`src/rtl/picomem_dma.sv`:
```
// PicoMem word-copy DMA: a responder port for programming, an initiator port for read-then-write beats.
// Define PICOMEM_DMA_IRQ_EN to drive irq from DONE && IRQ_EN; otherwise irq is tied low.
module picomem_dma #(
  parameter int LEN_W = 16
) (
  input  logic        clk,
  input  logic        reset,
  input  logic        cfg_valid,
  output logic        cfg_ready,
  input  logic [31:0] cfg_addr,
  input  logic [31:0] cfg_wdata,
  input  logic [3:0]  cfg_wstrb,
  output logic [31:0] cfg_rdata,
  output logic        dma_valid,
  input  logic        dma_ready,
  output logic [31:0] dma_addr,
  output logic [31:0] dma_wdata,
  output logic [3:0]  dma_wstrb,
  input  logic [31:0] dma_rdata,
  output logic        irq
);

  typedef enum logic [1:0] {IDLE, RD, WR} state_t;

  state_t state, state_nxt;

  logic [31:0]      src_reg, dst_reg, src_w, dst_w, buffer;
  logic [LEN_W-1:0] len_reg, cnt;
  logic             busy, done, irq_en, abort_pend, gap;
  logic             start_go, zero_done, finish, aborting;
  logic             access, wr_en, ctrl_wr, start_req, abort_req, done_w1c, beat_done;
  logic [31:0]      rd_val, len_merged;
  logic             unused_bits;

  function automatic logic [31:0] merge(input logic [31:0] old, input logic [31:0] wdata,
                                        input logic [3:0] strb);
    logic [31:0] res;
    for (int i = 0; i < 4; i++) res[i*8 +: 8] = strb[i] ? wdata[i*8 +: 8] : old[i*8 +: 8];
    return res;
  endfunction

  assign access     = cfg_valid && !cfg_ready;
  assign wr_en      = access && (cfg_wstrb != 4'b0000);
  assign ctrl_wr    = wr_en && (cfg_addr[3:2] == 2'd3) && cfg_wstrb[0];
  assign start_req  = ctrl_wr && cfg_wdata[0];
  assign done_w1c   = ctrl_wr && cfg_wdata[2];
  assign abort_req  = ctrl_wr && cfg_wdata[4];
  assign beat_done  = (state != IDLE) && !gap && dma_ready;
  assign len_merged = merge(32'(len_reg), cfg_wdata, cfg_wstrb);
  assign unused_bits = ^{cfg_addr[31:4], cfg_addr[1:0], len_merged};

  always_comb begin
    rd_val = '0;
    case (cfg_addr[3:2])
      2'd0:    rd_val = src_reg;
      2'd1:    rd_val = dst_reg;
      2'd2:    rd_val = 32'(len_reg);
      default: rd_val = {27'b0, 1'b0, irq_en, done, busy, 1'b0};
    endcase
  end

  always_ff @(posedge clk or posedge reset) begin
    if (reset) state <= IDLE;
    else       state <= state_nxt;
  end

  // Bus outputs come straight from the state; the gap flag forces the mandatory idle cycle between beats.
  always_comb begin
    state_nxt = state;
    start_go  = 1'b0;
    zero_done = 1'b0;
    finish    = 1'b0;
    aborting  = 1'b0;
    dma_valid = 1'b0;
    dma_addr  = '0;
    dma_wdata = '0;
    dma_wstrb = 4'h0;
    unique case (state)
      IDLE: begin
        if (start_req) begin
          if (len_reg != '0) begin
            start_go  = 1'b1;
            state_nxt = RD;
          end else begin
            zero_done = 1'b1;
          end
        end
      end
      RD: begin
        dma_valid = !gap;
        dma_addr  = src_w;
        if (gap) begin
          if (abort_pend) begin
            aborting  = 1'b1;
            state_nxt = IDLE;
          end
        end else if (dma_ready) begin
          if (abort_pend) begin
            aborting  = 1'b1;
            state_nxt = IDLE;
          end else begin
            state_nxt = WR;
          end
        end
      end
      WR: begin
        dma_valid = !gap;
        dma_addr  = dst_w;
        dma_wdata = buffer;
        dma_wstrb = 4'hF;
        if (gap) begin
          if (abort_pend) begin
            aborting  = 1'b1;
            state_nxt = IDLE;
          end
        end else if (dma_ready) begin
          if (cnt == {{(LEN_W-1){1'b0}}, 1'b1}) begin
            finish    = 1'b1;
            state_nxt = IDLE;
          end else if (abort_pend) begin
            aborting  = 1'b1;
            state_nxt = IDLE;
          end else begin
            state_nxt = RD;
          end
        end
      end
      default: state_nxt = IDLE;
    endcase
  end

  // Programming registers, status bits and the working copies used by the transfer.
  always_ff @(posedge clk or posedge reset) begin
    if (reset) begin
      cfg_ready  <= 1'b0;
      cfg_rdata  <= '0;
      src_reg    <= '0;
      dst_reg    <= '0;
      len_reg    <= '0;
      busy       <= 1'b0;
      done       <= 1'b0;
      irq_en     <= 1'b0;
      abort_pend <= 1'b0;
      gap        <= 1'b0;
      src_w      <= '0;
      dst_w      <= '0;
      cnt        <= '0;
      buffer     <= '0;
    end else begin
      cfg_ready <= access;
      if (access) cfg_rdata <= rd_val;
      if (wr_en && !busy) begin
        case (cfg_addr[3:2])
          2'd0:    src_reg <= merge(src_reg, cfg_wdata, cfg_wstrb) & 32'hFFFF_FFFC;
          2'd1:    dst_reg <= merge(dst_reg, cfg_wdata, cfg_wstrb) & 32'hFFFF_FFFC;
          2'd2:    len_reg <= len_merged[LEN_W-1:0];
          default: ;
        endcase
      end
      if (ctrl_wr) irq_en <= cfg_wdata[3];
      if (start_go)                busy <= 1'b1;
      else if (finish || aborting) busy <= 1'b0;
      if (finish || zero_done)       done <= 1'b1;
      else if (start_go || done_w1c) done <= 1'b0;
      if (state_nxt == IDLE)      abort_pend <= 1'b0;
      else if (abort_req && busy) abort_pend <= 1'b1;
      gap <= beat_done && (state_nxt != IDLE);
      if (start_go) begin
        src_w <= src_reg;
        dst_w <= dst_reg;
        cnt   <= len_reg;
      end
      if (beat_done && state == RD) buffer <= dma_rdata;
      if (beat_done && state == WR) begin
        src_w <= src_w + 32'd4;
        dst_w <= dst_w + 32'd4;
        cnt   <= cnt - 1'b1;
      end
    end
  end

`ifdef PICOMEM_DMA_IRQ_EN
  logic irq_q;

  always_ff @(posedge clk or posedge reset) begin
    if (reset) irq_q <= 1'b0;
    else       irq_q <= done && irq_en;
  end

  assign irq = irq_q;
`else
  assign irq = 1'b0;
`endif

endmodule

```
`config.mk`:
```
export PLATFORM = sky130hd
export DESIGN_NAME = picomem_dma
export DESIGN_NICKNAME = d
export VERILOG_FILES = /design/src/rtl/picomem_dma.sv
export SDC_FILE = /design/constraint.sdc
export NUM_CORES = 1
export LEC_CHECK = 0
export CAP_MARGIN = 20
export CORE_UTILIZATION = 50
export CTS_BUF_LIST = sky130_fd_sc_hd__clkbuf_8
export CTS_CLUSTER_SIZE = 24
export DETAILED_ROUTE_END_ITERATION = 10
export HOLD_SLACK_MARGIN = 0.08
export PLACE_DENSITY = 0.77
export SETUP_SLACK_MARGIN = 0.15
export SLEW_MARGIN = 25
export SYNTH_ARGS = -nofsm -noshare
export SYNTH_HDL_FRONTEND = slang
export SYNTH_SLANG_ARGS = --single-unit
```
`constraint.sdc`:
```
create_clock -name clk -period 9.85 [get_ports clk]
set_input_delay 1.4775 -clock clk [delete_from_list [all_inputs] [get_ports clk]]
set_output_delay 1.4775 -clock clk [all_outputs]
set_load 0.02 [all_outputs]
```
==> results.md, run 1 <==
Synthesis:
- In this run, synthesis inferred 0 flip-flops with an integrated enable.
- For this run, the leading register cell type out of synthesis is sky130_fd_sc_hd__dfrtp_1.
- In the synthesized netlist, the number of instances is 1,057.
- For this run, asynchronously set or reset flops after synthesis account for 100.0%.
- The number of warnings issued by yosys is 0.
- The biggest area contributor in the post-synthesis netlist is sky130_fd_sc_hd__dfrtp_1.
- The number of flip-flops and latches in the synthesized netlist is 224.
- For this run, the register share of the synthesized area comes to 50.47%.
- The area share of the largest cell type after synthesis is 50.47%.
- Summing every instance area after synthesis gives 11,110 um2.
- The netlist uses 58 different library cells.
- The mean area per synthesized cell is 10.51 um2.
- By area the synthesized netlist is led by sky130_fd_sc_hd__dfrtp_1 (50%), sky130_fd_sc_hd__mux2_2 (11%), sky130_fd_sc_hd__nand2_1 (3.1%).

Worst setup path:
- The worst flop-to-flop path startpoint is state[0]$_DFF_PP0_.
- The worst register-to-register path ends at src_w[27]$_DFFE_PP0P_.
- The number of cells on the worst reg-to-reg path is 9.
- The arrival time of the worst setup path is 4950 ps.
- The start-to-end type of the worst setup path is input port to flip-flop.
- The cell class contributing the biggest share of worst-path delay is buffers and inverters.
- The element type at the critical path end is a flip-flop.
- In this run the worst path has a maximum fanout of 31.
- Together, buffers and inverters on the worst path number 3.
- The worst-path cell with the longest stage delay is sky130_fd_sc_hd__clkdlybuf4s50_1.
- The number of logic stages on the critical path including buffering is 7.
- Traced cell by cell, the critical path runs through clkdlybuf4s50_1, inv_1, nor4_1, nand2_2, buf_4, o211a_1, a211o_1.
- The peak per-stage delay on the critical path is 970 ps.
- The capturing instance or port of the critical path is cnt[6]$_DFFE_PP0P_.
- The beginning of the critical path is cfg_addr[3].
- The worst setup path is launched from an input port.
- For the worst setup path, the data required time is 10,270 ps.
- The setup check on the worst reg-to-reg path leaves a slack of 6230 ps.

Global routing:
- The combined global-route utilization of all metal layers is 27.43%.
- The number of global-route vias before repair is 9,019.
- The maximum number of pins on one net before global-route repair is 109.
- The first-pass GRT wire length is 48,580 um.
- The number of antenna violations at the first check in global routing is 1.
- Summed over all layers, the global routing overflow is 0.

Clock tree:
- After clock tree synthesis, the repair step resized 0 gates.
- The number of buffers added to fix hold violations after cts is 0.
- Clock latency on the worst-skew pair, taken at its later pin, is 540 ps.
- The CTS clock-pin slew for the worst setup and hold paths is 50 ps.
- The number of H-tree levels is 2.
- The clock passes through at most 3 buffers.
- The root buffer cell is sky130_fd_sc_hd__clkbuf_8.
- In this run, CTS created clock tree buffers numbering 39.
- The clock net sink count is 224.
- TritonCTS built the clock tree.
- The number of setup buffers added after CTS is 0.

Placed design:
- The number of instances in the placed design is 1,454.
- Timing analysis after detailed placement gives a worst setup slack of 4702 ps.
- At the end of routability-driven placement, the weighted congestion stood at 0.8581.
- The count of input and output buffers is 173.
- The placement-stage cell area is 13,010 um2.
- Once detailed placement completed, the half-perimeter wirelength came to 20,090 um.

Pwr:
- Across the VDD grid, the largest voltage drop is 0.0001544 V.
- In this run the power density over the cells is 271.2 nW/um2.
- In this run the static leakage power is 5.750 nW.
- After layout, the design draws a total of 3.735 mW.

Finish:
- The final standard cell count with taps included and fillers excluded is 1,521.
- The number of nets at the end of the flow is 1,327.
- The post-layout utilization of the core is 63.11%.
- The finished cells cover 13,770 um2.
- The final-layout fill cell count is 1,755.
- The area growth from synthesis to layout is 24.02%.
- The largest registers in the layout are buffer x32, cfg_rdata x32.
- The proportion of layout cells with a drive suffix above 1 is 15.89%.
- In the final layout, flip-flops and latches occupy 5605 um2.
- The multi-input combinational cells in the finished layout cover a total of 5216 um2.

STA:
- The final max-slew violation count was 0.
- The final count of hold timing violations is 0.
- After layout, the worst path uses 45.93% of the clock period.
- Setup total negative slack on the finished layout was measured at 0 ps.
- Counting I/O delays and the setup requirement, the final critical path takes 4524 ps.
- The worst relative slew slack is 40.38%.
- Across all setup checks in the final design, the least slack found is 5326 ps.
- The achievable clock frequency is 0.2210 GHz.
- Setup repair after global routing left no endpoint under its margin.
- The clock skew is 27.70 ps.
- The tightest hold path in the finished design has a slack of 471.7 ps.
- At the pin with the least slew margin, the transition time is 894.3 ps.
- Setup violations remaining at the end of the flow were counted as 0.

Routing:
- The final routed wire length divided by cell count is 20.04 um.
- The total wire length after detailed routing is 30,480 um.
- The residual DRC count is 0.
- In this run, the number of DRC markers left after iteration 0 of detailed routing was 671.
- In the routed layout, each cell is associated on average with a via count of 6.083.
- The detailed router placed 9,253 vias in this run.
- The number of nets with antenna violations after routing is 0.
- The first-pass iteration count of the detailed router is 5.

Status:
- The run finished with clean final reports.

Floorplan:
- The die area is 22,810 um2.
- The total I/O pin count is 207.
- The area of the core is 21,820 um2.
- The initial utilization of the core area, before any placement, comes to 50.89%.
- The floorplan has 54 rows.
- The height of the die is 151.0 um.
- The chip width is 151.0 um.

Flow run:
- The number of max-cap violations is 0.

Hold path:
- The path category of the worst min-delay check is flip-flop to flip-flop.
cells by family (layout without fill, tap and decap cells):
group,count (synthesis),after routing,synth area share [%]
compound gates,228,228,14.26
fa+ha+maj,8,8,0.9013
buf+inv,80,261,3.019
flops,224,224,50.47
mux,141,141,14.15
other cells,1,4,0.03377
simple gates,375,375,17.16
routing by layer:
| metal | wire length, um | vias up | global-route usage, % | share of wire [%] |
|---|---|---|---|---|
| li1 | - | 4210 | - | - |
| met1 | 13040 | 4593 | 37.57 | 43 |
| met2 | 14190 | 380 | 43.46 | 47 |
| met3 | 2404 | 70 | 5.331 | 7.9 |
| met4 | 851 | 0 | 9.700 | 2.8 |
| met5 | 0 | - | 0 | 0 |
cell usage in the layout (no fill, tap or decap), types with 13 or more instances in the layout:
| master | synthesis | final |
|---|---|---|
| sky130_fd_sc_hd__nand2_1 | 93 | 92 |
| sky130_fd_sc_hd__clkdlybuf4s50_1 | 0 | 172 |
| sky130_fd_sc_hd__inv_1 | 11 | 22 |
| sky130_fd_sc_hd__nor2_1 | 82 | 81 |
| sky130_fd_sc_hd__and3_1 | 20 | 20 |
| sky130_fd_sc_hd__mux2_2 | 108 | 108 |
| sky130_fd_sc_hd__a211oi_1 | 37 | 37 |
| sky130_fd_sc_hd__a21oi_1 | 35 | 34 |
| sky130_fd_sc_hd__a22oi_1 | 34 | 34 |
| sky130_fd_sc_hd__o21ai_0 | 53 | 53 |
| sky130_fd_sc_hd__nor2b_1 | 35 | 35 |
| sky130_fd_sc_hd__nand3_1 | 21 | 21 |
| sky130_fd_sc_hd__dfrtp_1 | 224 | 224 |
| sky130_fd_sc_hd__mux2i_1 | 31 | 31 |
| sky130_fd_sc_hd__clkbuf_8 | 0 | 48 |
| sky130_fd_sc_hd__a221o_1 | 13 | 13 |
| sky130_fd_sc_hd__a311oi_1 | 21 | 21 |
| sky130_fd_sc_hd__nor3_1 | 31 | 30 |
| sky130_fd_sc_hd__and2_1 | 36 | 36 |
synthesized netlist by cell type, types with 3 or more instances:
library cell,count
sky130_fd_sc_hd__clkbuf_1,50
sky130_fd_sc_hd__and2_1,36
sky130_fd_sc_hd__a221oi_1,3
sky130_fd_sc_hd__buf_2,10
sky130_fd_sc_hd__buf_4,6
sky130_fd_sc_hd__dfrtp_1,224
sky130_fd_sc_hd__a22oi_1,34
sky130_fd_sc_hd__and3_1,20
sky130_fd_sc_hd__nor3b_1,7
sky130_fd_sc_hd__a311oi_1,21
sky130_fd_sc_hd__or3_1,6
sky130_fd_sc_hd__nor2_1,82
sky130_fd_sc_hd__nand4_1,10
sky130_fd_sc_hd__mux2_2,108
sky130_fd_sc_hd__mux2i_1,31
sky130_fd_sc_hd__ha_1,8
sky130_fd_sc_hd__nand2_1,93
sky130_fd_sc_hd__o21ai_0,53
sky130_fd_sc_hd__a221o_1,13
sky130_fd_sc_hd__nor3_1,31
sky130_fd_sc_hd__nor4_1,10
sky130_fd_sc_hd__nand3_1,21
sky130_fd_sc_hd__a211oi_1,37
sky130_fd_sc_hd__a21oi_1,35
sky130_fd_sc_hd__nor2b_1,35
sky130_fd_sc_hd__o211ai_1,4
sky130_fd_sc_hd__inv_1,11
sky130_fd_sc_hd__or2_2,4
sky130_fd_sc_hd__o311ai_0,6
sky130_fd_sc_hd__and4_1,8
how the worst min path moves through the flow:
stage                        startpoint                       end  slack (ps)  depth (start not counted)
3_5_place_dp   cfg_rdata[0]$_DFFE_PP0N_  cfg_rdata[0]$_DFFE_PP0N_         460                          2
4_1_cts        cfg_rdata[0]$_DFFE_PP0N_  cfg_rdata[0]$_DFFE_PP0N_         480                          2
2_1_floorplan       cnt[15]$_DFFE_PP0P_       cnt[15]$_DFFE_PP0P_         440                          1
3_3_place_gp   cfg_rdata[0]$_DFFE_PP0N_  cfg_rdata[0]$_DFFE_PP0N_         450                          2
6_report       cfg_rdata[0]$_DFFE_PP0N_  cfg_rdata[0]$_DFFE_PP0N_         470                          2
5_1_grt        cfg_rdata[0]$_DFFE_PP0N_  cfg_rdata[0]$_DFFE_PP0N_         500                          2
layout make-up:
type / count / share of cell area [%]
sequential: 224 / 40.70
clock inverter: 18 / 0.6086
inverter: 12 / 0.3815
timing repair buffer: 183 / 13.08
antenna: 1 / 0.01817
clock buffer: 48 / 4.797
tap: 280 / 2.544
multi-input combinational: 755 / 37.87
power breakdown:
group          internal, mW  switching (mW)
registers              1.30           0.379
clock network         0.439           0.381
logic                 0.630           0.606
tightest hold or removal path, stage by stage, from the launching register on:
cell and delay, ps:
sky130_fd_sc_hd__dfrtp_1 340, sky130_fd_sc_hd__nand2_1 50, sky130_fd_sc_hd__nand2_1 50
(Power assumes the default switching activity.)
==> run 2, diff against run 1 <==
Clock period 9.85 ns to 4.7 ns, I/O delays scaled along.
==> results.md, run 2 (synthesis gave the netlist of run 1 again) <==
Clock tree:
- The number of setup buffers added after CTS came to 0 (unchanged).
- The number of H-tree levels was 2 (unchanged).
- The worst-skew pair later-pin latency is 550 ps (was 540 ps).
- The root buffer cell is sky130_fd_sc_hd__clkbuf_8 (unchanged).
- The number of buffers added to fix hold violations after cts came to 0 (unchanged).
- The CTS clock-pin slew for the worst setup and hold paths came to 60 ps (was 50 ps).
- The clock buffer count from CTS is 40 (was 39).
- The post-CTS resize count came to 0 (unchanged).
- The clock net sink count is 224 (unchanged).
- The CTS tree is built (unchanged).
- The largest buffer count on any clock path is 3 (unchanged).

Pwr:
- The peak ir drop on the vdd network is 0.0003488 V (was 0.0001544 V).
- The ratio of total power to cell area came to 568.4 nW/um2 (was 271.2 nW/um2).
- The leakage dissipation was 5.809 nW (was 5.750 nW).

Placed design:
- The final weighted congestion of routability-driven global placement is 0.8669 (was 0.8581).
- The count of input and output buffers is 173 (unchanged).
- The half-perimeter wire length of the detailed placement result came to 20,570 um (was 20,090 um).
- The placement-stage cell area is 13,090 um2 (was 13,010 um2).

Finish:
- The proportion of layout cells with a drive suffix above 1 is 16.36% (was 15.89%).
- The number of nets at the end of the flow is 1,337 (was 1,327).
- The synthesis-to-layout area growth is 24.85% (was 24.02%).
- The area occupied by registers is 5605 um2 (unchanged).
- Commonest non-fill, non-tap cells in the layout: sky130_fd_sc_hd__dfrtp_1 (224), sky130_fd_sc_hd__clkdlybuf4s50_1 (172), sky130_fd_sc_hd__mux2_2 (108), sky130_fd_sc_hd__nand2_1 (93), sky130_fd_sc_hd__nor2_1 (82) (was sky130_fd_sc_hd__dfrtp_1 (224), sky130_fd_sc_hd__clkdlybuf4s50_1 (172), sky130_fd_sc_hd__mux2_2 (108), sky130_fd_sc_hd__nand2_1 (92), sky130_fd_sc_hd__nor2_1 (81)).
- The number of inserted diodes is 0 (was 1).
- The leading cell type in the layout, fill and taps excluded is sky130_fd_sc_hd__dfrtp_1 (unchanged).
- The final-layout fill cell count was 1,785 (was 1,755).
- The final instance area is 13,870 um2 (was 13,770 um2).
- Largest registers ranked by flip-flop count: buffer x32, cfg_rdata x32 (unchanged).
- The multi-input combinational cell area is 5201 um2 (was 5216 um2).

Worst setup path:
- The required time reported for the critical path endpoint came to 3990 ps (was 10,270 ps).
- The element type at the critical path end is a primary output (was flip-flop).
- The start-to-end type of the worst setup path is flip-flop to primary output (was input port to flip-flop).
- The nature of the critical path startpoint is a flip-flop (was input port).
- Worst-path cell chain: inv_1, ha_2, buf_4, a22oi_1, nor2b_1, clkdlybuf4s50_1 (was clkdlybuf4s50_1, inv_1, nor4_1, nand2_2, buf_4, o211a_1, a211o_1).
- The worst-path cell with the longest stage delay is sky130_fd_sc_hd__clkdlybuf4s50_1 (unchanged).
- The maximum fanout along the worst path came to 42 (was 31).
- The peak per-stage delay on the critical path is 660 ps (was 970 ps).
- The arrival time of the worst setup path is 3290 ps (was 4950 ps).

Global routing:
- The first-pass GRT wire length is 48,280 um (was 48,580 um).
- The overflow left after global routing is 0 (unchanged).
- The number of antenna violations at the first check in global routing is 0 (was 1).
- The number of global-route vias before repair is 9,058 (was 9,019).
- The combined global-route utilization of all metal layers was 27.40% (was 27.43%).
- The maximum number of pins on one net before global-route repair is 138 (was 109).

STA:
- The achievable clock frequency is 0.2504 GHz.
- For the finished layout, the period the worst path requires is 3994 ps.
- Setup repair after global routing missed its margin: false (unchanged).
- The final count of hold timing violations was 0 (unchanged).
- The final max-slew violation count came to 0 (unchanged).
- The setup violation total in the final timing report came to 0 (unchanged).
- The slew at the pin closest to its max-slew limit is 905.0 ps (was 894.3 ps).
- The share of the clock period used by the worst path is 84.98%.
- The sum of negative setup slack is 0 ps (unchanged).
- The worst relative slew slack was 39.67% (was 40.38%).
- The clock skew came to 20.49 ps (was 27.70 ps).

Routing:
- The total wire length after detailed routing is 30,280 um (was 30,480 um).
- The via total after detailed routing is 9,202 (was 9,253).
- The first-pass iteration count of the detailed router was 5 (unchanged).
- The number of vias per cell was 6.003 (was 6.083).
- The number of nets with antenna violations after routing came to 0 (unchanged).
- The final routed wire length divided by cell count was 19.75 um (was 20.04 um).
- The number of DRC violations after detailed-routing iteration 0 is 696 (was 671).
- The residual DRC count is 0 (unchanged).

Status:
- Result of the run: complete, no violations (unchanged).

Floorplan:
- The die area is 22,810 um2 (unchanged).
- The row count is 54 (unchanged).
- The height of the die is 151.0 um (unchanged).
- The chip width was 151.0 um (unchanged).
- The initial core utilization is 50.89% (unchanged).
- The area of the core is 21,820 um2 (unchanged).
- The total I/O pin count is 207 (unchanged).

Hold path:
- The path category of the worst min-delay check is flip-flop to flip-flop (unchanged).

Flow run:
- The number of max-cap violations is 0 (unchanged).
run 2: changes by cell type in the layout (fill, tap and decap cells not counted), moves of 2 or more:
| cell | before | now |
|---|---|---|
| sky130_fd_sc_hd__clkbuf_8 | 48 | 50 |
| sky130_fd_sc_hd__buf_4 | 10 | 18 |
| sky130_fd_sc_hd__clkinvlp_4 | 2 | 4 |
| sky130_fd_sc_hd__inv_1 | 22 | 24 |
run 2: report_power, final:
| part | switching, mW | leakage, nW | total, mW | internal, mW |
|---|---|---|---|---|
| logic | 1.27 | 2.59 | 2.60 | 1.33 |
| clock network | 0.808 | 0.446 | 1.76 | 0.955 |
| registers | 0.792 | 2.77 | 3.52 | 2.72 |
| total | 2.87 | 5.81 | 7.88 | 5.01 |
run 2: path summary, 6_finish.rpt:
check / start / cells past startpoint / slack [ps] / end
setup / recovery: state[0]$_DFF_PP0_ / 6 / 710 / dma_addr[3]
hold / removal: cfg_rdata[0]$_DFFE_PP0N_ / 2 / 470 / cfg_rdata[0]$_DFFE_PP0N_
setup reg to reg: state[0]$_DFF_PP0_ / 8 / 1360 / dst_w[27]$_DFFE_PP0P_
hold reg to reg: cfg_rdata[0]$_DFFE_PP0N_ / 2 / 470 / cfg_rdata[0]$_DFFE_PP0N_
max in group asynchronous: reset / 3 / 2890 / dst_reg[11]$_DFFE_PP0P_
min in group asynchronous: reset / 2 / 640 / buffer[11]$_DFFE_PP0P_
run 2: critical path: cells and delay by family (launching register included):
kind	cells	cell delay, ps
AOI/OAI and AO/OA	1	160
adders and majority gates	1	640
buffers and inverters	3	1280
DFF	1	400
and+or+nand+nor	1	270
run 2: per-layer routing:
layer / track usage [%] / up-vias / routed length (um)
li1: - / 4236 / -
met1: 36.37 / 4516 / 12900
met2: 44.38 / 365 / 14240
met3: 5.060 / 85 / 2171
met4: 10.90 / 0 / 971
met5: 0 / - / 0
run 2: stage by stage:
step                util [%]  cells  setup slack, ps  hold WS [ps]  total power [mW]
global route           63.54   1533            492.3         494.0             8.345
global placement       59.95   1463             1304         456.3             5.995
floorplan                  -   1059             1071         438.4             5.032
finish                 63.54   1533            706.0         471.8             7.881
detailed placement     59.97   1463             1152         463.0             6.117
CTS                    63.54   1533            696.5         473.6             7.908
run 2: final cells by class:
| cell class | count | area share (%) |
|---|---|---|
| clock buffers | 50 | 4.963 |
| well taps | 280 | 2.527 |
| inverters | 12 | 0.3519 |
| repair buffers | 192 | 13.57 |
| flip-flops and latches | 224 | 40.43 |
| clock inverters | 20 | 0.6497 |
| multi-input cells | 755 | 37.51 |
